[config.mk]
export PLATFORM = sky130hd
export DESIGN_NAME = accel_spi_responder
export DESIGN_NICKNAME = d
export VERILOG_FILES = /design/src/rtl/accel_reg_pkg.sv /design/src/rtl/spi_edge_sync.sv /design/src/rtl/accel_spi_responder.sv
export SDC_FILE = /design/constraint.sdc
export NUM_CORES = 1
export LEC_CHECK = 0
export BUFFER_PORTS_ARGS = -buffer_cell sky130_fd_sc_hd__buf_2
export CELL_PAD_IN_SITES_DETAIL_PLACEMENT = 1
export CELL_PAD_IN_SITES_GLOBAL_PLACEMENT = 2
export CORE_UTILIZATION = 33
export CTS_CLUSTER_DIAMETER = 100
export DETAILED_ROUTE_END_ITERATION = 10
export GPL_TIMING_DRIVEN = 0
export PLACE_DENSITY = 0.65
export SYNTH_ARGS = -nofsm -noshare
export SYNTH_HDL_FRONTEND = slang
export SYNTH_SLANG_ARGS = --single-unit
[constraint.sdc]
create_clock -name clk -period 4.8 [get_ports clk]
set_input_delay 0.72 -clock clk [delete_from_list [all_inputs] [get_ports clk]]
set_output_delay 0.72 -clock clk [all_outputs]
set_load 0.02 [all_outputs]
[src/rtl/accel_reg_pkg.sv]
// Register map, reset values and SPI FSM states for the ADXL345-style SPI responder.
package accel_reg_pkg;

    localparam int unsigned ADDR_W = 6;
    localparam int unsigned BYTE_W = 8;
    localparam int unsigned AXIS_W = 16;

    localparam logic [ADDR_W-1:0] ADDR_DEVID       = 6'h00;
    localparam logic [ADDR_W-1:0] ADDR_BW_RATE     = 6'h2C;
    localparam logic [ADDR_W-1:0] ADDR_POWER_CTL   = 6'h2D;
    localparam logic [ADDR_W-1:0] ADDR_INT_ENABLE  = 6'h2E;
    localparam logic [ADDR_W-1:0] ADDR_INT_MAP     = 6'h2F;
    localparam logic [ADDR_W-1:0] ADDR_DATA_FORMAT = 6'h31;
    localparam logic [ADDR_W-1:0] ADDR_DATAX0      = 6'h32;
    localparam logic [ADDR_W-1:0] ADDR_DATAX1      = 6'h33;
    localparam logic [ADDR_W-1:0] ADDR_DATAY0      = 6'h34;
    localparam logic [ADDR_W-1:0] ADDR_DATAY1      = 6'h35;
    localparam logic [ADDR_W-1:0] ADDR_DATAZ0      = 6'h36;
    localparam logic [ADDR_W-1:0] ADDR_DATAZ1      = 6'h37;

    localparam logic [BYTE_W-1:0] RST_BW_RATE     = 8'h0A;
    localparam logic [BYTE_W-1:0] RST_POWER_CTL   = 8'h00;
    localparam logic [BYTE_W-1:0] RST_INT_ENABLE  = 8'h00;
    localparam logic [BYTE_W-1:0] RST_INT_MAP     = 8'h00;
    localparam logic [BYTE_W-1:0] RST_DATA_FORMAT = 8'h00;
    localparam logic [AXIS_W-1:0] RST_AXIS        = 16'h0000;

    typedef enum logic [1:0] {
        IDLE = 2'd0,
        CMD  = 2'd1,
        DATA = 2'd2
    } spi_state_t;

    // True for the six axis data registers.
    function automatic logic is_data_addr(input logic [ADDR_W-1:0] a);
        return (a >= ADDR_DATAX0) && (a <= ADDR_DATAZ1);
    endfunction

endpackage

[src/rtl/spi_edge_sync.sv]
// Multi-flop synchronizer with rise/fall detection on the synchronized level.
module spi_edge_sync #(
    parameter int unsigned STAGES    = 2,
    parameter logic        RESET_VAL = 1'b1
) (
    input  logic clk,
    input  logic reset_n,
    input  logic din,
    output logic level,
    output logic rise_c,
    output logic fall_c
);

    logic [STAGES-1:0] chain;
    logic              prev;

    // Synchronizer chain plus one history flop for edge detection
    always_ff @(posedge clk or negedge reset_n) begin
        if (!reset_n) begin
            chain <= {STAGES{RESET_VAL}};
            prev  <= RESET_VAL;
        end else begin
            chain <= {chain[STAGES-2:0], din};
            prev  <= chain[STAGES-1];
        end
    end

    assign level  = chain[STAGES-1];
    assign rise_c = level & ~prev;
    assign fall_c = ~level & prev;

endmodule

[src/rtl/accel_spi_responder.sv]
// ADXL345-style SPI (mode 3) responder with sample capture and interrupt routing.
// Optional 3-wire read path enabled by defining ACCEL_SPI_3WIRE_EN.
module accel_spi_responder
    import accel_reg_pkg::*;
#(
    parameter logic [7:0]  DEVID_VAL   = 8'hE5,
    parameter int unsigned SYNC_STAGES = 2
) (
    input  logic              clk,
    input  logic              reset_n,
    input  logic              spi_csn,
    input  logic              spi_sclk,
    input  logic              spi_sdi,
    output logic              spi_sdo,
    output logic              spi_sdo_oe,
    output logic              sdio_out,
    output logic              sdio_oe,
    input  logic [AXIS_W-1:0] axis_x,
    input  logic [AXIS_W-1:0] axis_y,
    input  logic [AXIS_W-1:0] axis_z,
    input  logic              sample_valid,
    output logic [2:1]        interrupt
);

    logic sclk_s, sclk_rise_c, sclk_fall_c;
    logic csn_s, csn_rise_c, csn_fall_c;
    logic [SYNC_STAGES-1:0] sdi_sync;
    logic sdi_s;

    spi_edge_sync #(.STAGES(SYNC_STAGES), .RESET_VAL(1'b1)) u_sclk_sync (
        .clk(clk), .reset_n(reset_n), .din(spi_sclk),
        .level(sclk_s), .rise_c(sclk_rise_c), .fall_c(sclk_fall_c)
    );

    spi_edge_sync #(.STAGES(SYNC_STAGES), .RESET_VAL(1'b1)) u_csn_sync (
        .clk(clk), .reset_n(reset_n), .din(spi_csn),
        .level(csn_s), .rise_c(csn_rise_c), .fall_c(csn_fall_c)
    );

    // SDI delayed by the same depth so it lines up with the SCLK edge detect
    always_ff @(posedge clk or negedge reset_n) begin
        if (!reset_n) sdi_sync <= '0;
        else          sdi_sync <= {sdi_sync[SYNC_STAGES-2:0], spi_sdi};
    end
    assign sdi_s = sdi_sync[SYNC_STAGES-1];

    spi_state_t          state, state_nxt;
    logic [2:0]          bit_cnt;
    logic [BYTE_W-2:0]   shift_in;
    logic                rw, mb, rd_hit;
    logic [ADDR_W-1:0]   addr, addr_inc_c, rd_addr_c;
    logic [BYTE_W-1:0]   tx_shift, rd_data_c, wbyte_c;
    logic [BYTE_W-1:0]   bw_rate, power_ctl, int_enable, int_map, data_format;
    logic [AXIS_W-1:0]   data_x, data_y, data_z, pend_x, pend_y, pend_z;
    logic                pend_valid, data_ready;
    logic                rise_act_c, byte_done_c, data_fall_c, drive_nxt_c;

    assign addr_inc_c  = addr + 6'd1;
    assign wbyte_c     = {shift_in, sdi_s};
    assign rise_act_c  = sclk_rise_c && (state != IDLE) && !csn_rise_c;
    assign byte_done_c = rise_act_c && (bit_cnt == 3'd7);
    assign data_fall_c = sclk_fall_c && (state == DATA) && rw && !csn_rise_c;
    assign drive_nxt_c = (state_nxt == DATA) && ((state == CMD) ? shift_in[6] : rw);

    // FSM state register
    always_ff @(posedge clk or negedge reset_n) begin
        if (!reset_n) state <= IDLE;
        else          state <= state_nxt;
    end

    // FSM next state; CSN rise aborts from anywhere
    always_comb begin
        state_nxt = state;
        unique case (state)
            IDLE:    if (csn_fall_c) state_nxt = CMD;
            CMD:     if (byte_done_c) state_nxt = DATA;
            DATA:    state_nxt = DATA;
            default: state_nxt = IDLE;
        endcase
        if (csn_rise_c) state_nxt = IDLE;
    end

    // Read mux: command address while in CMD, next burst address otherwise
    always_comb begin
        rd_data_c = '0;
        rd_addr_c = (state == CMD) ? wbyte_c[ADDR_W-1:0] : addr_inc_c;
        case (rd_addr_c)
            ADDR_DEVID:       rd_data_c = DEVID_VAL;
            ADDR_BW_RATE:     rd_data_c = bw_rate;
            ADDR_POWER_CTL:   rd_data_c = power_ctl;
            ADDR_INT_ENABLE:  rd_data_c = int_enable;
            ADDR_INT_MAP:     rd_data_c = int_map;
            ADDR_DATA_FORMAT: rd_data_c = data_format;
            ADDR_DATAX0:      rd_data_c = data_x[7:0];
            ADDR_DATAX1:      rd_data_c = data_x[15:8];
            ADDR_DATAY0:      rd_data_c = data_y[7:0];
            ADDR_DATAY1:      rd_data_c = data_y[15:8];
            ADDR_DATAZ0:      rd_data_c = data_z[7:0];
            ADDR_DATAZ1:      rd_data_c = data_z[15:8];
            default:          rd_data_c = '0;
        endcase
    end

    // SPI shifting, address sequencing, register writes and read data out
    always_ff @(posedge clk or negedge reset_n) begin
        if (!reset_n) begin
            bit_cnt     <= '0;
            shift_in    <= '0;
            rw          <= 1'b0;
            mb          <= 1'b0;
            addr        <= '0;
            tx_shift    <= '0;
            rd_hit      <= 1'b0;
            spi_sdo     <= 1'b1;
            bw_rate     <= RST_BW_RATE;
            power_ctl   <= RST_POWER_CTL;
            int_enable  <= RST_INT_ENABLE;
            int_map     <= RST_INT_MAP;
            data_format <= RST_DATA_FORMAT;
        end else if (csn_rise_c) begin
            rd_hit  <= 1'b0;
            spi_sdo <= 1'b1;
        end else begin
            if ((state == IDLE) && csn_fall_c) begin
                bit_cnt <= '0;
                rd_hit  <= 1'b0;
            end
            if (rise_act_c) begin
                shift_in <= wbyte_c[BYTE_W-2:0];
                bit_cnt  <= bit_cnt + 3'd1;
            end
            if (byte_done_c) begin
                if (state == CMD) begin
                    rw   <= shift_in[6];
                    mb   <= shift_in[5];
                    addr <= wbyte_c[ADDR_W-1:0];
                    if (shift_in[6]) tx_shift <= rd_data_c;
                end else if (rw) begin
                    if (is_data_addr(addr)) rd_hit <= 1'b1;
                    if (mb) begin
                        addr     <= addr_inc_c;
                        tx_shift <= rd_data_c;
                    end
                end else begin
                    if (mb) addr <= addr_inc_c;
                    case (addr)
                        ADDR_BW_RATE:     bw_rate     <= wbyte_c;
                        ADDR_POWER_CTL:   power_ctl   <= wbyte_c;
                        ADDR_INT_ENABLE:  int_enable  <= wbyte_c;
                        ADDR_INT_MAP:     int_map     <= wbyte_c;
                        ADDR_DATA_FORMAT: data_format <= wbyte_c;
                        default: ;
                    endcase
                end
            end
            if (data_fall_c) begin
                spi_sdo  <= tx_shift[7];
                tx_shift <= {tx_shift[6:0], 1'b0};
            end
        end
    end

    // Sample capture: direct while deselected, buffered until CSN rise otherwise
    always_ff @(posedge clk or negedge reset_n) begin
        if (!reset_n) begin
            data_x     <= RST_AXIS;
            data_y     <= RST_AXIS;
            data_z     <= RST_AXIS;
            pend_x     <= RST_AXIS;
            pend_y     <= RST_AXIS;
            pend_z     <= RST_AXIS;
            pend_valid <= 1'b0;
            data_ready <= 1'b0;
        end else begin
            if (csn_rise_c) begin
                if (pend_valid) begin
                    data_x     <= pend_x;
                    data_y     <= pend_y;
                    data_z     <= pend_z;
                    data_ready <= 1'b1;
                    pend_valid <= 1'b0;
                end else if (rd_hit) begin
                    data_ready <= 1'b0;
                end
            end
            if (sample_valid) begin
                if (csn_s) begin
                    data_x     <= axis_x;
                    data_y     <= axis_y;
                    data_z     <= axis_z;
                    data_ready <= 1'b1;
                end else begin
                    pend_x     <= axis_x;
                    pend_y     <= axis_y;
                    pend_z     <= axis_z;
                    pend_valid <= 1'b1;
                end
            end
        end
    end

    // Interrupt routing: INT_MAP[7] selects INT2 over INT1
    always_ff @(posedge clk or negedge reset_n) begin
        if (!reset_n) interrupt <= '0;
        else interrupt <= {int_map[7] & data_ready & int_enable[7],
                           ~int_map[7] & data_ready & int_enable[7]};
    end

`ifdef ACCEL_SPI_3WIRE_EN
    logic three_wire_c;
    assign three_wire_c = data_format[6];

    // Output enables steered by DATA_FORMAT[6]; SDIO mirrors SDO timing
    always_ff @(posedge clk or negedge reset_n) begin
        if (!reset_n) begin
            spi_sdo_oe <= 1'b0;
            sdio_oe    <= 1'b0;
            sdio_out   <= 1'b0;
        end else begin
            spi_sdo_oe <= drive_nxt_c & ~three_wire_c;
            sdio_oe    <= drive_nxt_c & three_wire_c;
            if (csn_rise_c)       sdio_out <= 1'b0;
            else if (data_fall_c) sdio_out <= tx_shift[7];
        end
    end
`else
    // Output enable follows the read data phase
    always_ff @(posedge clk or negedge reset_n) begin
        if (!reset_n) spi_sdo_oe <= 1'b0;
        else          spi_sdo_oe <= drive_nxt_c;
    end

    assign sdio_out = 1'b0;
    assign sdio_oe  = 1'b0;
`endif

endmodule

==> results.md <==
- Outcome: completed
- Dominant cell by count in the synthesized netlist: sky130_fd_sc_hd__dfrtp_1
- CTS tree: yes
- Ant. Diodes: 0
- Final cycle utilization of the critical path: 0.664
- Global-route wire length before repair: 39300 um
- Clock transition at the register clock pins on the worst setup and hold paths after CTS: 0.07 ns
- Area occupied by registers: 0.00449 mm2
- Number of sinks driven by the clock tree: 179
- Average via count per standard cell: 5.38
- Global placer's final weighted congestion: about 0.84
- Power after layout: 3.70 mW
- Via total after detailed routing: approximately 6000
- Slew at the pin closest to its max-slew limit: 0.907 ns
- Post-Route Skew: 0.0115 ns
- Top cells by area in the synthesized netlist: sky130_fd_sc_hd__dfrtp_1 (51%), sky130_fd_sc_hd__mux2_2 (13%), sky130_fd_sc_hd__mux2i_1 (6.3%)
- Post-DR wirelength/cell: between 20 and 25 um
- Count of unique library cells instantiated by Yosys: 65
- Reported max-cap violation count: 0
- Max Fclk: 0.314 GHz
- Final worst-path setup slack: 1.62 ns
- Netlist Area Pre-Place: roughly 0.0083 mm2
- Filler cell count in the final layout: approximately 2700
- Worst slack on hold paths: 0.236 ns
- Sum of net half-perimeters after detailed placement: 17700 um
- Power density normalized to cell area: 385 mW/mm2
- Area Overhead vs Synth: 15.6%
- Post-CTS setup buffers: 0
- Number of synthesized flops with an enable pin: 0
- Hold crit path type: input port to async pin
- Arrival time of the worst setup path: between 3 and 4 ns
- Combined area of the multi-input logic cells: 0.00356 mm2
- Effective utilization at floorplan: 0.339
- Number of cell rows: 57
- Routed wire length: 24400 um
- Crit Path Category: flop to flop
- Synthesized instance count: just over 700
- Setup TNS Final: 0 ns
- Seq/Total Area, Yosys: 0.540
- Buffer depth of the longest clock path: 2
- Maximum vdd drop: ~0.00022 V
- Final slew viol count: 0
- Syn avg cell area: 11.7 um2
- Post-cts hold buffer count: 0
- Die width: 161 um
- Element type at the critical path end: flop
- Port bufs: 57
- Endpoints failing hold: 0
- I/O pin cnt: 60
- Synth area leader: sky130_fd_sc_hd__dfrtp_1
- Starting DRC count in detailed routing: roughly 380
- Quantity of gates resized following cts: 0
- Area of the die: 0.0258 mm2
- Core box area: 0.0245 mm2
- Clock buffer count from CTS: 17
- Root buffer cell: sky130_fd_sc_hd__clkbuf_16
- Clock insertion delay at the later pin of the skew report: 0.44 ns
- Post-synthesis register bit count: 179
- Largest driver fanout on the critical path: 9
- Critical Path Start Type: flop
- Length of the first detailed-routing pass in iterations: 5
- Die outline height: 161 um
- Proportion of register bits with asynchronous set or reset after synthesis: 1.00
- Unrepaired setup endpoints after global routing: false
- Overflow left after global routing: 0
- Aggregate global-route resource usage: 0.200
- Largest net degree at the start of global routing: around 110
- Warnings, synthesis: 0
- Fraction of layout cells with a size suffix above 1: 0.291
- DRC violations left: 0
- Leak pwr: 4.46 nW
- Post-layout net count: ~850
- Min Clock Period, post-route: 3.18 ns
- Count of endpoints failing setup in the final report: 0
- Data required time of the critical path: 5.15 ns
- Number of antenna-violating nets in the routed design: 0
- Worst Setup Slack post-DPL: between 1.5 and 2 ns
- Via count of the first global-routing pass: 6590
- Slew headroom: 0.390
- Most frequent cells after synthesis: sky130_fd_sc_hd__dfrtp_1 (170), sky130_fd_sc_hd__mux2_2 (97), sky130_fd_sc_hd__nand2_1 (84), sky130_fd_sc_hd__o21ai_0 (64), sky130_fd_sc_hd__mux2i_1 (52)
- Maximum level of the CTS H-tree: 4
- Flip-flop cell with the highest count after synthesis: sky130_fd_sc_hd__dfrtp_1
- Initial antenna violation count: 0
- Portion of synthesized cell area occupied by the leading cell type: 0.512
[worst paths after layout]
path,depth (start not counted),startpoint,end,slack [ns]
setup / recovery,8,addr[1],tx_shift[4],1.62
hold / removal,1,reset_n,addr[5],0.24
setup reg to reg,8,addr[1],tx_shift[4],1.62
hold reg to reg,0,u_csn_sync.chain[0],u_csn_sync.chain[1],0.36
max in group asynchronous,2,reset_n,data_z[5],3.59
min in group clk,0,u_csn_sync.chain[0],u_csn_sync.chain[1],0.36
[sequential cells by signal, summed over array words and instances (netlist names), 3 cells and up]
name / cells
addr: 6
bit_cnt: 3
bw_rate: 8
data_format: 8
data_x: 16
data_y: 16
data_z: 16
int_enable: 8
int_map: 8
pend_x: 16
pend_y: 16
pend_z: 16
power_ctl: 8
shift_in: 7
tx_shift: 8
[worst max-delay path, stage by stage, from the launching register on]
cell and delay (ns):
sky130_fd_sc_hd__dfrtp_1 0.50, sky130_fd_sc_hd__ha_1 0.23, sky130_fd_sc_hd__buf_2 0.18, sky130_fd_sc_hd__xnor2_1 0.19
sky130_fd_sc_hd__a21oi_1 0.64, sky130_fd_sc_hd__o211ai_1 0.39, sky130_fd_sc_hd__nor2_1 0.53, sky130_fd_sc_hd__o31ai_2 0.22
sky130_fd_sc_hd__o21ai_0 0.22
[layout by cell type (no fill, tap or decap), drive strengths merged, types with 7 or more instances in the layout]
cell / synthesis / layout
buf: 19 / 77
inv: 11 / 21
mux2: 98 / 98
clkbuf: 33 / 51
o21ai: 64 / 64
nor2: 16 / 16
a222oi: 7 / 7
dfrtp: 170 / 170
a22oi: 37 / 37
nand2: 88 / 88
a211oi: 7 / 7
nand3: 8 / 8
dfstp: 9 / 9
mux2i: 52 / 52
[final cells by class]
type	instances	share of cell area
sequential	179	0.467
multi-input combinational	468	0.371
clock buffer	18	0.0447
tap	324	0.0422
timing repair buffer	58	0.0336
buffer	52	0.0234
clock inverter	14	0.0141
inverter	11	0.00430
[kinds of logic after synthesis]
family	share of synthesized area
AOI/OAI and AO/OA	0.128
muxes	0.195
DFF	0.540
xor gates and xnor gates	0.00316
and+or+nand+nor	0.0923
other	0.000451
adders and majority gates	0.00903
buffers and inverters	0.0321
[through the flow]
stage | std cells | util | instance area (um2)
5_1_grt | 1124 | 0.392 | 9610
4_1_cts | 1124 | 0.392 | 9610
6_report | 1124 | 0.392 | 9610
3_5_place_dp | 1092 | 0.369 | 9050
2_1_floorplan | 710 | - | 8320
3_3_place_gp | 1091 | 0.367 | 9010
[power breakdown]
part / internal [mW] / switching (mW)
clock: 0.692 / 0.671
combinational: 0.212 / 0.335
sequential: 1.67 / 0.121
total: 2.57 / 1.13
[layer usage]
layer  global-route usage  vias up  wire [um]
met1                0.266     3145      11000
met2                0.331      136      12000
li1                     -     2730          -
met3               0.0287       37        712
met4               0.0755        0        694
met5                    0        -          0
Power figures use the tool's default switching activity.
